## config.mk

```make
export PLATFORM = sky130hd
export DESIGN_NAME = branch_resolve_unit_flat
export DESIGN_NICKNAME = d
export VERILOG_FILES = /design/src/rtl/lc3b_types.sv /design/src/rtl/branch_resolve_unit_if.sv /design/src/rtl/branch_compare.sv /design/src/rtl/branch_resolve_unit.sv /design/src/flat_wrapper.sv
export SDC_FILE = /design/constraint.sdc
export NUM_CORES = 1
export LEC_CHECK = 0
export ABC_AREA = 0
export CAP_MARGIN = 10
export CORE_MARGIN = 3
export CORE_UTILIZATION = 25
export CTS_CLUSTER_DIAMETER = 150
export CTS_CLUSTER_SIZE = 40
export DETAILED_ROUTE_END_ITERATION = 12
export PLACE_DENSITY = 0.61
export SLEW_MARGIN = 20
export SYNTH_ARGS = -nofsm -noshare
export SYNTH_HDL_FRONTEND = slang
export SYNTH_HIERARCHICAL = 1
export SYNTH_SLANG_ARGS = --single-unit
```

## constraint.sdc

```tcl
create_clock -name clk -period 2.36 [get_ports clk]
set_clock_uncertainty 0.05 [all_clocks]
set_input_delay 0.354 -clock clk [delete_from_list [all_inputs] [get_ports clk]]
set_output_delay 0.354 -clock clk [all_outputs]
set_load 0.005 [all_outputs]
```

## src/rtl/lc3b_types.sv

```systemverilog
// Shared LC-3b types: opcodes, word type, branch-resolve FSM states and predictor widths.
package lc3b_types;

  typedef logic [15:0] lc3b_word;

  typedef enum logic [3:0] {
    op_br   = 4'b0000,
    op_add  = 4'b0001,
    op_ldb  = 4'b0010,
    op_stb  = 4'b0011,
    op_jsr  = 4'b0100,
    op_and  = 4'b0101,
    op_ldr  = 4'b0110,
    op_str  = 4'b0111,
    op_rti  = 4'b1000,
    op_not  = 4'b1001,
    op_ldi  = 4'b1010,
    op_sti  = 4'b1011,
    op_jmp  = 4'b1100,
    op_shf  = 4'b1101,
    op_lea  = 4'b1110,
    op_trap = 4'b1111
  } lc3b_opcode;

  localparam int unsigned BHR_WIDTH     = 10;
  localparam int unsigned PHT_IDX_WIDTH = 10;

  typedef enum logic [1:0] {
    StIdle     = 2'd0,
    StRedirect = 2'd1,
    StBlank    = 2'd2
  } bru_state_t;

endpackage

```

## src/rtl/branch_resolve_unit_if.sv

```systemverilog
// EX-stage inputs and predictor-update / redirect outputs of the branch resolve unit.
// Counter signals exist only when BRU_PERF_CNT_EN is defined.
interface branch_resolve_unit_if;
  import lc3b_types::*;

  logic                     valid_EX;
  lc3b_opcode               opcode_EX;
  lc3b_word                 pc_EX;
  lc3b_word                 pc_plus2_EX;
  logic [2:0]               nzp_EX;
  logic [2:0]               cc;
  lc3b_word                 target_EX;
  logic                     pred_taken_EX;
  lc3b_word                 pred_target_EX;
  logic [BHR_WIDTH-1:0]     history_EX;
  logic                     stall;

  logic                     is_branch_EX_MEM;
  logic                     branched_EX_MEM;
  logic [PHT_IDX_WIDTH-1:0] pc_out_EX_MEM;
  logic [BHR_WIDTH-1:0]     branch_history_EX_MEM;
  lc3b_word                 branch_address_EX_MEM;
  logic                     redirect;
  lc3b_word                 redirect_pc;
  logic                     flush_IF_ID;
  logic                     flush_ID_EX;
`ifdef BRU_PERF_CNT_EN
  logic [15:0]              branch_count;
  logic [15:0]              mispredict_count;
`endif

  modport master (
    output valid_EX, opcode_EX, pc_EX, pc_plus2_EX, nzp_EX, cc, target_EX,
           pred_taken_EX, pred_target_EX, history_EX, stall,
`ifdef BRU_PERF_CNT_EN
    input  branch_count, mispredict_count,
`endif
    input  is_branch_EX_MEM, branched_EX_MEM, pc_out_EX_MEM, branch_history_EX_MEM,
           branch_address_EX_MEM, redirect, redirect_pc, flush_IF_ID, flush_ID_EX
  );

  modport slave (
    input  valid_EX, opcode_EX, pc_EX, pc_plus2_EX, nzp_EX, cc, target_EX,
           pred_taken_EX, pred_target_EX, history_EX, stall,
`ifdef BRU_PERF_CNT_EN
    output branch_count, mispredict_count,
`endif
    output is_branch_EX_MEM, branched_EX_MEM, pc_out_EX_MEM, branch_history_EX_MEM,
           branch_address_EX_MEM, redirect, redirect_pc, flush_IF_ID, flush_ID_EX
  );

endinterface

```

## src/rtl/branch_compare.sv

```systemverilog
// Combinational direction/target resolution of a control-flow instruction in EX.
module branch_compare
  import lc3b_types::*;
(
  input  lc3b_opcode opcode_i,
  input  logic [2:0] nzp_i,
  input  logic [2:0] cc_i,
  input  logic       pred_taken_i,
  input  lc3b_word   pred_target_i,
  input  lc3b_word   target_i,
  output logic       is_ctrl_o,
  output logic       taken_o,
  output logic       mispredict_o
);

  always_comb begin
    is_ctrl_o = 1'b0;
    taken_o   = 1'b0;
    case (opcode_i)
      op_br: begin
        is_ctrl_o = 1'b1;
        taken_o   = |(nzp_i & cc_i);
      end
      op_jmp, op_jsr, op_trap: begin
        is_ctrl_o = 1'b1;
        taken_o   = 1'b1;
      end
      default: ;
    endcase
    // A correct direction still mispredicts when a taken target is wrong.
    mispredict_o = (pred_taken_i != taken_o) ||
                   (pred_taken_i && taken_o && (pred_target_i != target_i));
  end

endmodule

```

## src/rtl/branch_resolve_unit.sv

```systemverilog
// Resolves branches in EX, emits predictor updates and drives the redirect/flush sequence.
// Optional performance counters are built when BRU_PERF_CNT_EN is defined.
module branch_resolve_unit
  import lc3b_types::*;
(
  input logic                 clk,
  input logic                 reset,
  branch_resolve_unit_if.slave bus
);

  bru_state_t state_q, state_d;
  logic       is_ctrl, taken, mispredict, resolve;

  logic                     is_branch_q, branched_q;
  logic [PHT_IDX_WIDTH-1:0] pc_out_q;
  logic [BHR_WIDTH-1:0]     history_q;
  lc3b_word                 address_q, redirect_pc_q;

  logic unused_pc_bits;
  assign unused_pc_bits = ^{bus.pc_EX[15:11], bus.pc_EX[0]};

  branch_compare u_compare (
    .opcode_i      (bus.opcode_EX),
    .nzp_i         (bus.nzp_EX),
    .cc_i          (bus.cc),
    .pred_taken_i  (bus.pred_taken_EX),
    .pred_target_i (bus.pred_target_EX),
    .target_i      (bus.target_EX),
    .is_ctrl_o     (is_ctrl),
    .taken_o       (taken),
    .mispredict_o  (mispredict)
  );

  // Only IDLE accepts work; anything seen during the flush is wrong-path.
  assign resolve = (state_q == StIdle) && bus.valid_EX && !bus.stall && is_ctrl;

  always_comb begin
    state_d         = state_q;
    bus.redirect    = 1'b0;
    bus.flush_IF_ID = 1'b0;
    bus.flush_ID_EX = 1'b0;
    case (state_q)
      StIdle: begin
        if (resolve && mispredict) state_d = StRedirect;
      end
      StRedirect: begin
        bus.redirect    = 1'b1;
        bus.flush_IF_ID = 1'b1;
        bus.flush_ID_EX = 1'b1;
        if (!bus.stall) state_d = StBlank;
      end
      StBlank: begin
        bus.flush_ID_EX = 1'b1;
        if (!bus.stall) state_d = StIdle;
      end
      default: state_d = StIdle;
    endcase
  end

  always_ff @(posedge clk) begin
    if (reset) begin
      state_q       <= StIdle;
      is_branch_q   <= 1'b0;
      branched_q    <= 1'b0;
      pc_out_q      <= '0;
      history_q     <= '0;
      address_q     <= '0;
      redirect_pc_q <= '0;
    end else begin
      state_q     <= state_d;
      is_branch_q <= resolve;
      if (resolve) begin
        branched_q <= taken;
        pc_out_q   <= bus.pc_EX[10:1];
        history_q  <= bus.history_EX;
        address_q  <= bus.target_EX;
        if (mispredict) redirect_pc_q <= taken ? bus.target_EX : bus.pc_plus2_EX;
      end
    end
  end

  assign bus.is_branch_EX_MEM      = is_branch_q;
  assign bus.branched_EX_MEM       = branched_q;
  assign bus.pc_out_EX_MEM         = pc_out_q;
  assign bus.branch_history_EX_MEM = history_q;
  assign bus.branch_address_EX_MEM = address_q;
  assign bus.redirect_pc           = redirect_pc_q;

`ifdef BRU_PERF_CNT_EN
  logic [15:0] branch_count_q, mispredict_count_q;

  always_ff @(posedge clk) begin
    if (reset) begin
      branch_count_q     <= '0;
      mispredict_count_q <= '0;
    end else if (resolve) begin
      if (branch_count_q != 16'hFFFF) branch_count_q <= branch_count_q + 16'd1;
      if (mispredict && (mispredict_count_q != 16'hFFFF)) begin
        mispredict_count_q <= mispredict_count_q + 16'd1;
      end
    end
  end

  assign bus.branch_count     = branch_count_q;
  assign bus.mispredict_count = mispredict_count_q;
`endif

endmodule

```

## src/flat_wrapper.sv

```systemverilog
// flat-port wrapper written by rule: the top's interface ports become plain ports
module branch_resolve_unit_flat import lc3b_types::*;
  (clk, reset, bus_valid_EX, bus_opcode_EX, bus_pc_EX, bus_pc_plus2_EX, bus_nzp_EX, bus_cc, bus_target_EX, bus_pred_taken_EX, bus_pred_target_EX, bus_history_EX, bus_stall, bus_is_branch_EX_MEM, bus_branched_EX_MEM, bus_pc_out_EX_MEM, bus_branch_history_EX_MEM, bus_branch_address_EX_MEM, bus_redirect, bus_redirect_pc, bus_flush_IF_ID, bus_flush_ID_EX);
  branch_resolve_unit_if bus_i ();
  input logic clk;
  input logic reset;
  input wire logic [$bits(bus_i.valid_EX)-1:0] bus_valid_EX;
  input wire logic [$bits(bus_i.opcode_EX)-1:0] bus_opcode_EX;
  input wire logic [$bits(bus_i.pc_EX)-1:0] bus_pc_EX;
  input wire logic [$bits(bus_i.pc_plus2_EX)-1:0] bus_pc_plus2_EX;
  input wire logic [$bits(bus_i.nzp_EX)-1:0] bus_nzp_EX;
  input wire logic [$bits(bus_i.cc)-1:0] bus_cc;
  input wire logic [$bits(bus_i.target_EX)-1:0] bus_target_EX;
  input wire logic [$bits(bus_i.pred_taken_EX)-1:0] bus_pred_taken_EX;
  input wire logic [$bits(bus_i.pred_target_EX)-1:0] bus_pred_target_EX;
  input wire logic [$bits(bus_i.history_EX)-1:0] bus_history_EX;
  input wire logic [$bits(bus_i.stall)-1:0] bus_stall;
  output wire logic [$bits(bus_i.is_branch_EX_MEM)-1:0] bus_is_branch_EX_MEM;
  output wire logic [$bits(bus_i.branched_EX_MEM)-1:0] bus_branched_EX_MEM;
  output wire logic [$bits(bus_i.pc_out_EX_MEM)-1:0] bus_pc_out_EX_MEM;
  output wire logic [$bits(bus_i.branch_history_EX_MEM)-1:0] bus_branch_history_EX_MEM;
  output wire logic [$bits(bus_i.branch_address_EX_MEM)-1:0] bus_branch_address_EX_MEM;
  output wire logic [$bits(bus_i.redirect)-1:0] bus_redirect;
  output wire logic [$bits(bus_i.redirect_pc)-1:0] bus_redirect_pc;
  output wire logic [$bits(bus_i.flush_IF_ID)-1:0] bus_flush_IF_ID;
  output wire logic [$bits(bus_i.flush_ID_EX)-1:0] bus_flush_ID_EX;
  assign bus_i.valid_EX = bus_valid_EX;
  assign bus_i.opcode_EX = bus_opcode_EX;
  assign bus_i.pc_EX = bus_pc_EX;
  assign bus_i.pc_plus2_EX = bus_pc_plus2_EX;
  assign bus_i.nzp_EX = bus_nzp_EX;
  assign bus_i.cc = bus_cc;
  assign bus_i.target_EX = bus_target_EX;
  assign bus_i.pred_taken_EX = bus_pred_taken_EX;
  assign bus_i.pred_target_EX = bus_pred_target_EX;
  assign bus_i.history_EX = bus_history_EX;
  assign bus_i.stall = bus_stall;
  assign bus_is_branch_EX_MEM = bus_i.is_branch_EX_MEM;
  assign bus_branched_EX_MEM = bus_i.branched_EX_MEM;
  assign bus_pc_out_EX_MEM = bus_i.pc_out_EX_MEM;
  assign bus_branch_history_EX_MEM = bus_i.branch_history_EX_MEM;
  assign bus_branch_address_EX_MEM = bus_i.branch_address_EX_MEM;
  assign bus_redirect = bus_i.redirect;
  assign bus_redirect_pc = bus_i.redirect_pc;
  assign bus_flush_IF_ID = bus_i.flush_IF_ID;
  assign bus_flush_ID_EX = bus_i.flush_ID_EX;
  branch_resolve_unit u_core (.clk(clk), .reset(reset), .bus(bus_i));
endmodule
```

==> results.sh <==
export IMPL_cts_buffers=5
export IMPL_syn_num_nets=381
export IMPL_htreeDepth=2
export IMPL_cts_tree="done"
export IMPL_drcViolationCount=0
export IMPL_path_class="input pin to flop"
export IMPL_critPathMaxStageDelay_ns=0.45
export IMPL_grt_use_total_pct=13.85
export IMPL_fmaxAchievable_mhz=463.6
export IMPL_port_buffer_count=139
export IMPL_min_path_cells=2
export IMPL_drive_gt1_share_pct=11.70
export IMPL_cts_resized=0
export IMPL_cts_root_buf="clkbuf_8"
export IMPL_grt_max_degree=39
export IMPL_syn_cell_area_um2=2510
export IMPL_grt_pass1_vias=2531
export IMPL_yosysSeqAreaShare_pct=44.67
export IMPL_period_minus_slack_ns=2.157
export IMPL_power_density_nw_per_um2=490.6
export IMPL_post_cts_repair_setup_buffers=0
export IMPL_power_internal_w=0.001594
export IMPL_rsz0062_at_grt="false"
export IMPL_antenna_cells=0
export IMPL_hold_class="flop to flop"
export IMPL_power_leakage_nw=1.493
export IMPL_grt_overflow_total=0
export IMPL_place_hpwl_mm=6.142
export IMPL_p_clk_share_pct=31.5
export IMPL_finalCritPeriodShare_pct=91.39
export IMPL_ant_nets=0
export IMPL_final_setup_tns_ns=0
export IMPL_avgViaCountPerCell=4.494
export IMPL_min_to="u_core/bus.branch_address_EX_MEM[5]"
export IMPL_wl_per_cell_um=14.25
export IMPL_yosys_warnings=6
export IMPL_path_max_fanout=16
export IMPL_comb_power_share_pct=21.6
export IMPL_row_count=35
export IMPL_ys_seq_elements=56
export IMPL_firstDrtPassIters=4
export IMPL_swShare_pct=24.34
export IMPL_r2r_end="u_core/bus.branch_address_EX_MEM[3]"
export IMPL_reg2regPathDepth=6
export IMPL_avgSynthCellArea_um2=8.745
export IMPL_start_util_pct=26.41
export IMPL_path_clk_slew_ns=0.10
export IMPL_fin_nets=529
export IMPL_hold_start="u_core/bus.branch_address_EX_MEM[5]"
export IMPL_gp_congestion=0.7711
export IMPL_reg2reg_slack_ns=0.68
export IMPL_p_sw_w=0.0005127
export IMPL_hold_viol=0
export IMPL_dieArea_um2=11280
export IMPL_clock_latency_ns=0.30
export IMPL_placed_area_um2=4148
export IMPL_io_pins=146
export IMPL_setup_viol=0
export IMPL_synth_cell_types=27
export IMPL_r2r_start="u_core/state_q[0]"
export IMPL_drv_slew=0
export IMPL_arrival_ns=2.33
export IMPL_grt_pass1_wl_mm=12.81
export IMPL_crit_required_ns=2.53
export IMPL_synthCells=287
export IMPL_cp_start_kind="input pin"
export IMPL_die_w_um=106.2
export IMPL_crit_slowest_cell="clkdlybuf4s50_1"
export IMPL_end_kind="flop"
export IMPL_ctsHoldBuffers=0
export IMPL_cap_violations=0
export IMPL_max_slew_margin_pct=71.75
export IMPL_drt_wl_total_mm=8.051
export IMPL_core_um2=9503
export IMPL_final_cells=565
export IMPL_final_area_um2=4293
export IMPL_worst_slew_pin_slew_ns=0.4238
export IMPL_crit_chain="clkdlybuf4s50_1 > xor2_1 > nor4_2 > buf_4 > nand4_1 > a21o_1 > and2_4 > a211oi_1"
export IMPL_via_count=2539
export IMPL_seqPwrFrac_pct=46.9
export IMPL_drtIter0Drc=98
export IMPL_clock_path_buffers=2
export IMPL_place_inst=557
export IMPL_outcome="completed"
export IMPL_fin_util_pct=45.17
export IMPL_antenna_found_initial=0
export IMPL_peakVddDrop_mv=0.2426
export IMPL_dieHeight_um=106.2
export IMPL_areaGrowthSynthToFinish_pct=71.04
export IMPL_hold_ws_ns=0.4086
export IMPL_clock_sinks=56
placed cells by master, fill, tap and decap left out:
cell	Yosys	layout
xor2_1	16	16
clkdlybuf4s50_1	0	138
nor2b_1	1	1
buf_2	12	1
nand4b_1	1	1
nand2_1	74	74
a211oi_2	10	11
nand2b_1	4	4
dfxtp_1	56	56
clkinv_4	0	1
nor4_2	0	3
inv_1	3	3
and2_4	1	1
nand4_1	1	1
buf_12	0	2
bufinv_16	0	1
buf_4	1	23
clkbuf_8	0	6
a21o_1	1	1
nor2_1	1	1
a211oi_1	7	6
mux2i_1	18	18
ha_1	5	5
a22oi_1	1	1
and4b_2	0	1
nand3_1	1	1
a21boi_2	0	1
o21a_1	2	2
a21oi_1	55	55
nor4_1	4	1
worst max path at each step:
stage	cells past startpoint	from	end	slack, ns
finish	8	bus_target_EX[12]	u_core/bus.redirect_pc[3]	0.20
global route	10	bus_opcode_EX[0]	u_core/state_q[0]	0.02
CTS	10	bus_opcode_EX[1]	u_core/state_q[0]	0.09
detailed placement	10	bus_opcode_EX[0]	u_core/state_q[0]	-0.23
global placement	8	bus_target_EX[12]	u_core/bus.redirect_pc[3]	-0.23
floorplan	10	bus_opcode_EX[0]	u_core/bus.redirect_pc[10]	0.24
registers in the layout, summed over array words and instances (netlist names):
signal,flops
u_core/bus.branch_history_EX_MEM,10
u_core/bus.redirect_pc,16
u_core/bus.is_branch_EX_MEM,1
u_core/state_q,2
u_core/bus.branch_address_EX_MEM,16
u_core/bus.branched_EX_MEM,1
u_core/bus.pc_out_EX_MEM,10
area by class of cell:
type                            instances  area, um2
Fill cell                             977       5210
Timing Repair Buffer                  164       1599
Multi-Input combinational cell        205       1279
Sequential cell                        56       1121
Tap cell                              129      161.4
Clock buffer                            6      82.58
Clock inverter                          2      38.79
Inverter                                3      11.26
layer usage:
metal | vias up | track usage (%) | part of all wire, %
met1 | 1168 | 17.14 | 43
met3 | 4 | 5.161 | 9.8
met2 | 99 | 23.48 | 47
li1 | 1268 | - | -
met4 | 0 | 1.943 | 0.31
met5 | - | 0 | 0
Yosys cell counts:
cell type   n  share of area, %
a211oi_1    7               2.1
ha_1        5               2.5
nor2_1      1              0.15
and4b_1     1              0.40
clkbuf_1    6              0.90
inv_1       3              0.45
a21o_1      1              0.30
nand4b_1    1              0.35
buf_2      12               2.4
a21oi_1    55                11
nand4_1     1              0.25
buf_1       1              0.15
nand2_1    74                11
xor2_1     16               5.6
nor4_1      4               1.0
nor2b_1     1              0.25
o21a_1      2              0.60
a211oi_2   10               5.0
a22oi_1     1              0.30
mux2i_1    18               7.2
dfxtp_1    56                45
nand2b_1    4               1.0
buf_6       3               1.3
and2_4      1              0.35
a21boi_0    1              0.30
nand3_1     1              0.20
buf_4       1              0.30
worst max-delay path, delay by kind of cell:
| family | cells | cell delay, ns |
|---|---|---|
| buffers and inverters | 2 | 0.60 |
| AND/OR/NAND/NOR | 3 | 0.68 |
| XOR/XNOR | 1 | 0.19 |
| AO/OA/AOI/OAI | 2 | 0.48 |
through the flow:
step / total power, W / worst slack [ns]
after floorplan: 0.001177 / 0.2443
after detailed placement: 0.001462 / -0.2287
after global placement: 0.001456 / -0.2257
after CTS: 0.002135 / 0.08939
after global routing: 0.002205 / 0.02304
final: 0.002106 / 0.2031
power by group through the flow:
stage               sequential, W  combinational, W  clock, W
floorplan                 0.00101          0.000167         0
global placement          0.00101          0.000449         0
detailed placement        0.00101          0.000453         0
CTS                      0.000988          0.000455  0.000692
global route             0.000992          0.000494  0.000718
finish                   0.000987          0.000456  0.000663
kinds of logic after synthesis:
group / after synthesis / synth area share, %
adders and majority gates: 5 / 2.493
xor gates and xnor gates: 16 / 5.583
AOI/OAI and AO/OA: 77 / 19.54
DFF: 56 / 44.67
buffers and inverters: 26 / 5.533
and+or+nand+nor: 89 / 15.00
muxes: 18 / 7.178
Power figures use the tool's default switching activity.
